## src/rtl/serial_add_ctrl.sv

```systemverilog
// rtl/serial_add_ctrl.sv - bit-serial add/subtract sequencer with one full-adder slice
// Optional subtract support is enabled by defining SERIAL_SUB_EN.
module serial_add_ctrl #(
  parameter int WIDTH = 16
) (
  input  logic             clk,
  input  logic             rst_n,
  input  logic             strt,
  input  logic [WIDTH-1:0] A,
  input  logic [WIDTH-1:0] B,
`ifdef SERIAL_SUB_EN
  input  logic             sub,
`endif
  output logic             busy,
  output logic             done,
  output logic [WIDTH-1:0] sum,
  output logic             cout,
  output logic             ovfl
);

  localparam int CW = (WIDTH > 1) ? $clog2(WIDTH) : 1;

  typedef enum logic [1:0] {IDLE, SHIFT, DONE} state_t;

  state_t           state, state_nxt;
  logic [WIDTH-1:0] reg_a, reg_b;
  logic [CW-1:0]    cnt;
  logic             c;
  logic             load;
  logic             last;
  logic             fa_s, fa_c;
  logic [WIDTH-1:0] b_load;
  logic             c_seed;

`ifdef SERIAL_SUB_EN
  assign b_load = sub ? ~B : B;
  assign c_seed = sub;
`else
  assign b_load = B;
  assign c_seed = 1'b0;
`endif

  assign last = (cnt == CW'(WIDTH - 1));
  assign fa_s = reg_a[0] ^ reg_b[0] ^ c;
  assign fa_c = (reg_a[0] & reg_b[0]) | (c & (reg_a[0] ^ reg_b[0]));

  always_comb begin
    state_nxt = state;
    load      = 1'b0;
    case (state)
      IDLE: begin
        if (strt) begin
          state_nxt = SHIFT;
          load      = 1'b1;
        end
      end
      SHIFT: begin
        if (last) state_nxt = DONE;
      end
      DONE: begin
        if (strt) begin
          state_nxt = SHIFT;
          load      = 1'b1;
        end else begin
          state_nxt = IDLE;
        end
      end
      default: state_nxt = IDLE;
    endcase
  end

  always_ff @(posedge clk or negedge rst_n) begin
    if (!rst_n) begin
      state <= IDLE;
      reg_a <= '0;
      reg_b <= '0;
      cnt   <= '0;
      c     <= 1'b0;
      sum   <= '0;
      cout  <= 1'b0;
      ovfl  <= 1'b0;
    end else begin
      state <= state_nxt;
      if (load) begin
        reg_a <= A;
        reg_b <= b_load;
        c     <= c_seed;
        cnt   <= '0;
      end else if (state == SHIFT) begin
        sum   <= {fa_s, sum[WIDTH-1:1]};
        reg_a <= {1'b0, reg_a[WIDTH-1:1]};
        reg_b <= {1'b0, reg_b[WIDTH-1:1]};
        c     <= fa_c;
        cnt   <= cnt + 1'b1;
        // The carry entering the MSB slice is c itself on the last bit.
        if (last) begin
          cout <= fa_c;
          ovfl <= c ^ fa_c;
        end
      end
    end
  end

  assign busy = (state == SHIFT);
  assign done = (state == DONE);

endmodule
```

## config.mk

```make
export PLATFORM = sky130hd
export DESIGN_NAME = serial_add_ctrl
export DESIGN_NICKNAME = d
export VERILOG_FILES = /design/src/rtl/serial_add_ctrl.sv
export SDC_FILE = /design/constraint.sdc
export NUM_CORES = 1
export LEC_CHECK = 0
export ABC_CLOCK_PERIOD_IN_PS = 4300
export BUFFER_PORTS_ARGS = -buffer_cell sky130_fd_sc_hd__clkbuf_2
export CORE_MARGIN = 5
export CORE_UTILIZATION = 57
export CTS_CLUSTER_DIAMETER = 200
export CTS_CLUSTER_SIZE = 24
export DETAILED_ROUTE_END_ITERATION = 10
export GPL_ROUTABILITY_DRIVEN = 0
export PLACE_DENSITY = 0.81
export SYNTH_ARGS = -nofsm -noshare
export SYNTH_HDL_FRONTEND = slang
export SYNTH_SLANG_ARGS = --single-unit
```

## constraint.sdc

```tcl
create_clock -name clk -period 4.3 [get_ports clk]
set_input_delay 1.29 -clock clk [delete_from_list [all_inputs] [get_ports clk]]
set_output_delay 1.29 -clock clk [all_outputs]
set_load 0.005 [all_outputs]
```

# Word level (Yosys, flattened, before mapping)
# Index checks and enable logic that the tools add are counted.
totals:
  regBits: 57
  out_inout_bits: 20
op_classes:
  n_eq_ne: 5
  n_bitwise: 7
  n_addsub: 1
  reduce_logical: 6
  muxes: 14
ops:
  columns: ["cell", "n"]
  rows:
  - ["2-to-1 mux 16 bit", 4]
  - ["2-to-1 mux 4 bit", 2]
  - ["one-hot mux 2 bit (3 select lines)", 1]
  - ["2-to-1 mux 1 bit", 5]
  - ["adder 4 x 1 -> 4 bit (second input constant)", 1]
  - ["equality test 4 bit (second input constant)", 1]
  - ["2-to-1 mux 2 bit", 2]
  - ["AND reduction 2 bit", 2]
  - ["AND reduction 3 bit", 1]
  - ["XOR 1 bit", 3]
  - ["AND 1 bit", 2]
  - ["equality test 2 x 1 -> 1 bit (second input constant)", 1]
  - ["equality test 2 bit (second input constant)", 1]
  - ["zero test 2 bit", 1]
  - ["!= test 2 x 1 -> 1 bit (second input constant)", 1]
  - ["!= test 2 bit (second input constant)", 1]
  - ["nonzero test 2 bit", 1]
  - ["OR reduction 2 bit", 1]
  - ["inverter 1 bit", 1]
  - ["bitwise OR 1 bit", 1]

# Logic depth before layout (Yosys ltp)
logic_depth:
  ltp_word: 5
  depth_mapped: 7

# Worst setup path after synthesis
# OpenSTA, ideal clock, no wires.
synth_path:
  path_kind: "reg2out"
  from: "register state[1]"
  to: "output port busy"
  required_time_ps: 3010
  t_arrival_ps: 947
  path_slack_ps: 2063
  stages_incl_launch_ff: 6
  n_path_buf: 3
  path_cell_list: "dfrtp_1 > nand2b_1 > buf_4 > inv_4 > buf_6 > buf_6"
synth_via:
  elab_chain_len: 1
synth_rtl:
  columns: ["item", "line_no", "rtl"]
  rows:
  - ["from (decl)", "25", "state_t state, state_nxt;"]
  - ["from (signal assigned)", "83", "state <= state_nxt;"]
  - ["equality test 2 x 1 -> 1 bit", "104", "assign busy = (state == SHIFT);"]
  - ["to (decl)", "14", "output logic busy,"]
# Every way passes these cells.

# Worst setup path in the final report
# Ends and elaborated chain as after synthesis.

==> results.cfg <==
[run_status]
status = completed

[setup_path]
cp.required_ps = 3010
arrival_ps = 1540
r2r_slack_ps = 2610
startpoint = state[1]
r2r_cells = 3
crit_path_end = busy
reg2reg_to = reg_b[1]
critPathKind = flip-flop to primary output
r2r-start = state[0]
cp_max_fo = 53
cp-start-kind = flip-flop
end_kind = primary output

[grt]
grt_max_degree = 59
track_usage = 0.201
antenna_found_initial = 0
grt_pass1_vias = 1926
grt.overflow.total = 0
grt_pass1_wl_um = 8490

[final_layout]
final_cell_mix = 104 x nand2_1, 57 x dfrtp_1, 54 x clkbuf_2
fin_area_um2 = 2890
diodes = 0
final-seq-area_um2 = 1430
area_growth_pct = 18.4
nFillCells = 341
nets = 356
final_common_cell = nand2_1
multi_input_area_um2 = 898
drive_above_1_share = 0.235

[job]
drv_cap = 0

[power_and_ir_drop]
power.switching_uw = 837
combPwrFrac = 0.358
leakage_uw = 0.00149
sequentialPowerShare = 0.428
powerDensity_nw_per_um2 = 771
vdd_drop_max_mv = 0.475
p_int_uw = 1390
p_sw_frac = 0.376
clkPwrFrac = 0.214

[cts]
numClockSinks = 57
clkTransAtPathRegs_ps = 70
cts_made_buffers = 9
cts_tree = done
clock_latency_ps = 330
cts_resized = 0
h-tree-depth = 3
cts_hold_buf = 0
post-cts-setup-buffers = 0
cts.path.max_buffers = 2
cts-root-buf = clkbuf_8

[routing]
post_drt_wl_per_cell_um = 13.6
drc_errors = 0
drt_iter0_markers = 205
routed_wirelength_um = 5070
ant_nets = 0
drt_pass1_iterations = 4
viasPerCell = 5.34
vias = 1997

[floorplanning]
start_util = 0.597
dieArea_um2 = 5690
io_pins = 55
die_width_um = 75.4
coreArea_um2 = 4090
die_h_um = 75.4
rows = 23

[sta]
fin_tns_setup_ps = 0
clock_skew_ps = 7.86
hold_viol = 0
setup_viol = 0
rsz0062_at_grt = false
slew_headroom = 0.335
max_freq_mhz = 354
worst_pin_slew_ps = 998
slew_violations = 0
min_period_ps = 2830
fin_crit_sh = 0.657

[yosys]
yosysSeqAreaShare = 0.584
ys_warn_count = 0
synth.cell_area_um2 = 2440
synthCells = 269
synth.ff_latch_count = 57
synth_cell_types = 30
synth_nets = 306
avgSynthCellArea_um2 = 9.07

[min_path]
hold_class = flip-flop to flip-flop
min_path_cells = 2
hp-start = sum[0]

[placed_design]
dp_hpwl_um = 3200
placed_area_um2 = 2700
io_buffers = 54
worst min path at each step:
| stage | endpoint | slack (ps) |
|---|---|---|
| finish | sum[0] | 480 |
| global route | sum[0] | 500 |
| CTS | sum[0] | 480 |
| detailed placement | sum[0] | 460 |
| global placement | sum[0] | 460 |
| floorplan | cnt[3] | 450 |
power groups by stage:
stage | clock (uW) | combinational, uW | sequential (uW)
after detailed placement | 0 | 812 | 955
after global placement | 0 | 778 | 953
final | 476 | 799 | 954
after floorplan | 0 | 628 | 930
after CTS | 485 | 811 | 953
after global routing | 511 | 926 | 987
cell families (layout without fill, tap and decap cells):
family | after synthesis | count (layout) | share of synthesized area
multiplexers | 2 | 2 | 0.00871
AND/OR/NAND/NOR | 146 | 146 | 0.234
flip-flops | 57 | 57 | 0.584
adder cells (fa/ha/maj) | 2 | 2 | 0.0133
buffers and inverters | 22 | 77 | 0.0497
AO/OA/AOI/OAI | 38 | 38 | 0.103
XOR/XNOR | 2 | 2 | 0.00718
state kept, by name, summed over array words and instances, names as in the netlist:
name   count
cout       1
sum       16
reg_a     16
ovfl       1
state      2
c          1
reg_b     16
cnt        4
per-layer routing:
layer,part of all wire,up-vias,GRT usage
li1,-,977,-
met1,0.44,956,0.257
met2,0.48,56,0.321
met3,0.067,8,0.0462
met4,0.016,0,0.105
met5,0,-,0
cells in the mapped netlist:
master	count	area, um2
clkbuf_1	5	18.8
nor2b_1	2	12.5
buf_6	2	22.5
xor2_1	1	8.76
mux2_2	1	11.3
dfrtp_1	57	1430
nor3_1	3	15.0
nand2_1	104	390
nand2b_1	2	12.5
buf_2	8	40.0
a22oi_1	1	7.51
a22o_1	2	17.5
o22ai_1	1	6.26
inv_4	1	6.26
a31oi_1	26	163
ha_1	1	12.5
o21ai_0	3	15.0
inv_1	3	11.3
o2bb2ai_1	1	8.76
mux2i_1	1	10.0
a221o_1	2	20.0
xnor2_1	1	8.76
o31ai_1	1	7.51
fa_1	1	20.0
nand3b_1	1	7.51
buf_4	3	22.5
nor2_1	30	113
a21oi_1	1	5.00
nand4_1	1	6.26
nand3_1	3	15.0
area by class of cell:
class | count | area share
Sequential cell | 57 | 0.494
Multi-Input combinational cell | 190 | 0.311
Timing Repair Buffer | 57 | 0.101
Clock buffer | 14 | 0.0632
Tap cell | 50 | 0.0216
Inverter | 4 | 0.00606
Clock inverter | 2 | 0.00346
per-stage QoR:
step | power, uW | hold WS, ps | util | cells | setup slack (ps)
after floorplan | 1560 | 446 | - | 269 | 2060
after global placement | 1730 | 459 | 0.660 | 358 | 1830
after detailed placement | 1770 | 464 | 0.660 | 358 | 1810
after CTS | 2250 | 480 | 0.707 | 374 | 1470
after global routing | 2420 | 500 | 0.707 | 374 | 1380
final | 2230 | 479 | 0.707 | 374 | 1470
critical path, stage by stage, from the launching register on:
cell and delay, ps:
dfrtp_1 390, nand2b_2 210, inv_4 390, clkbuf_2 200
(Power assumes the default switching activity.)
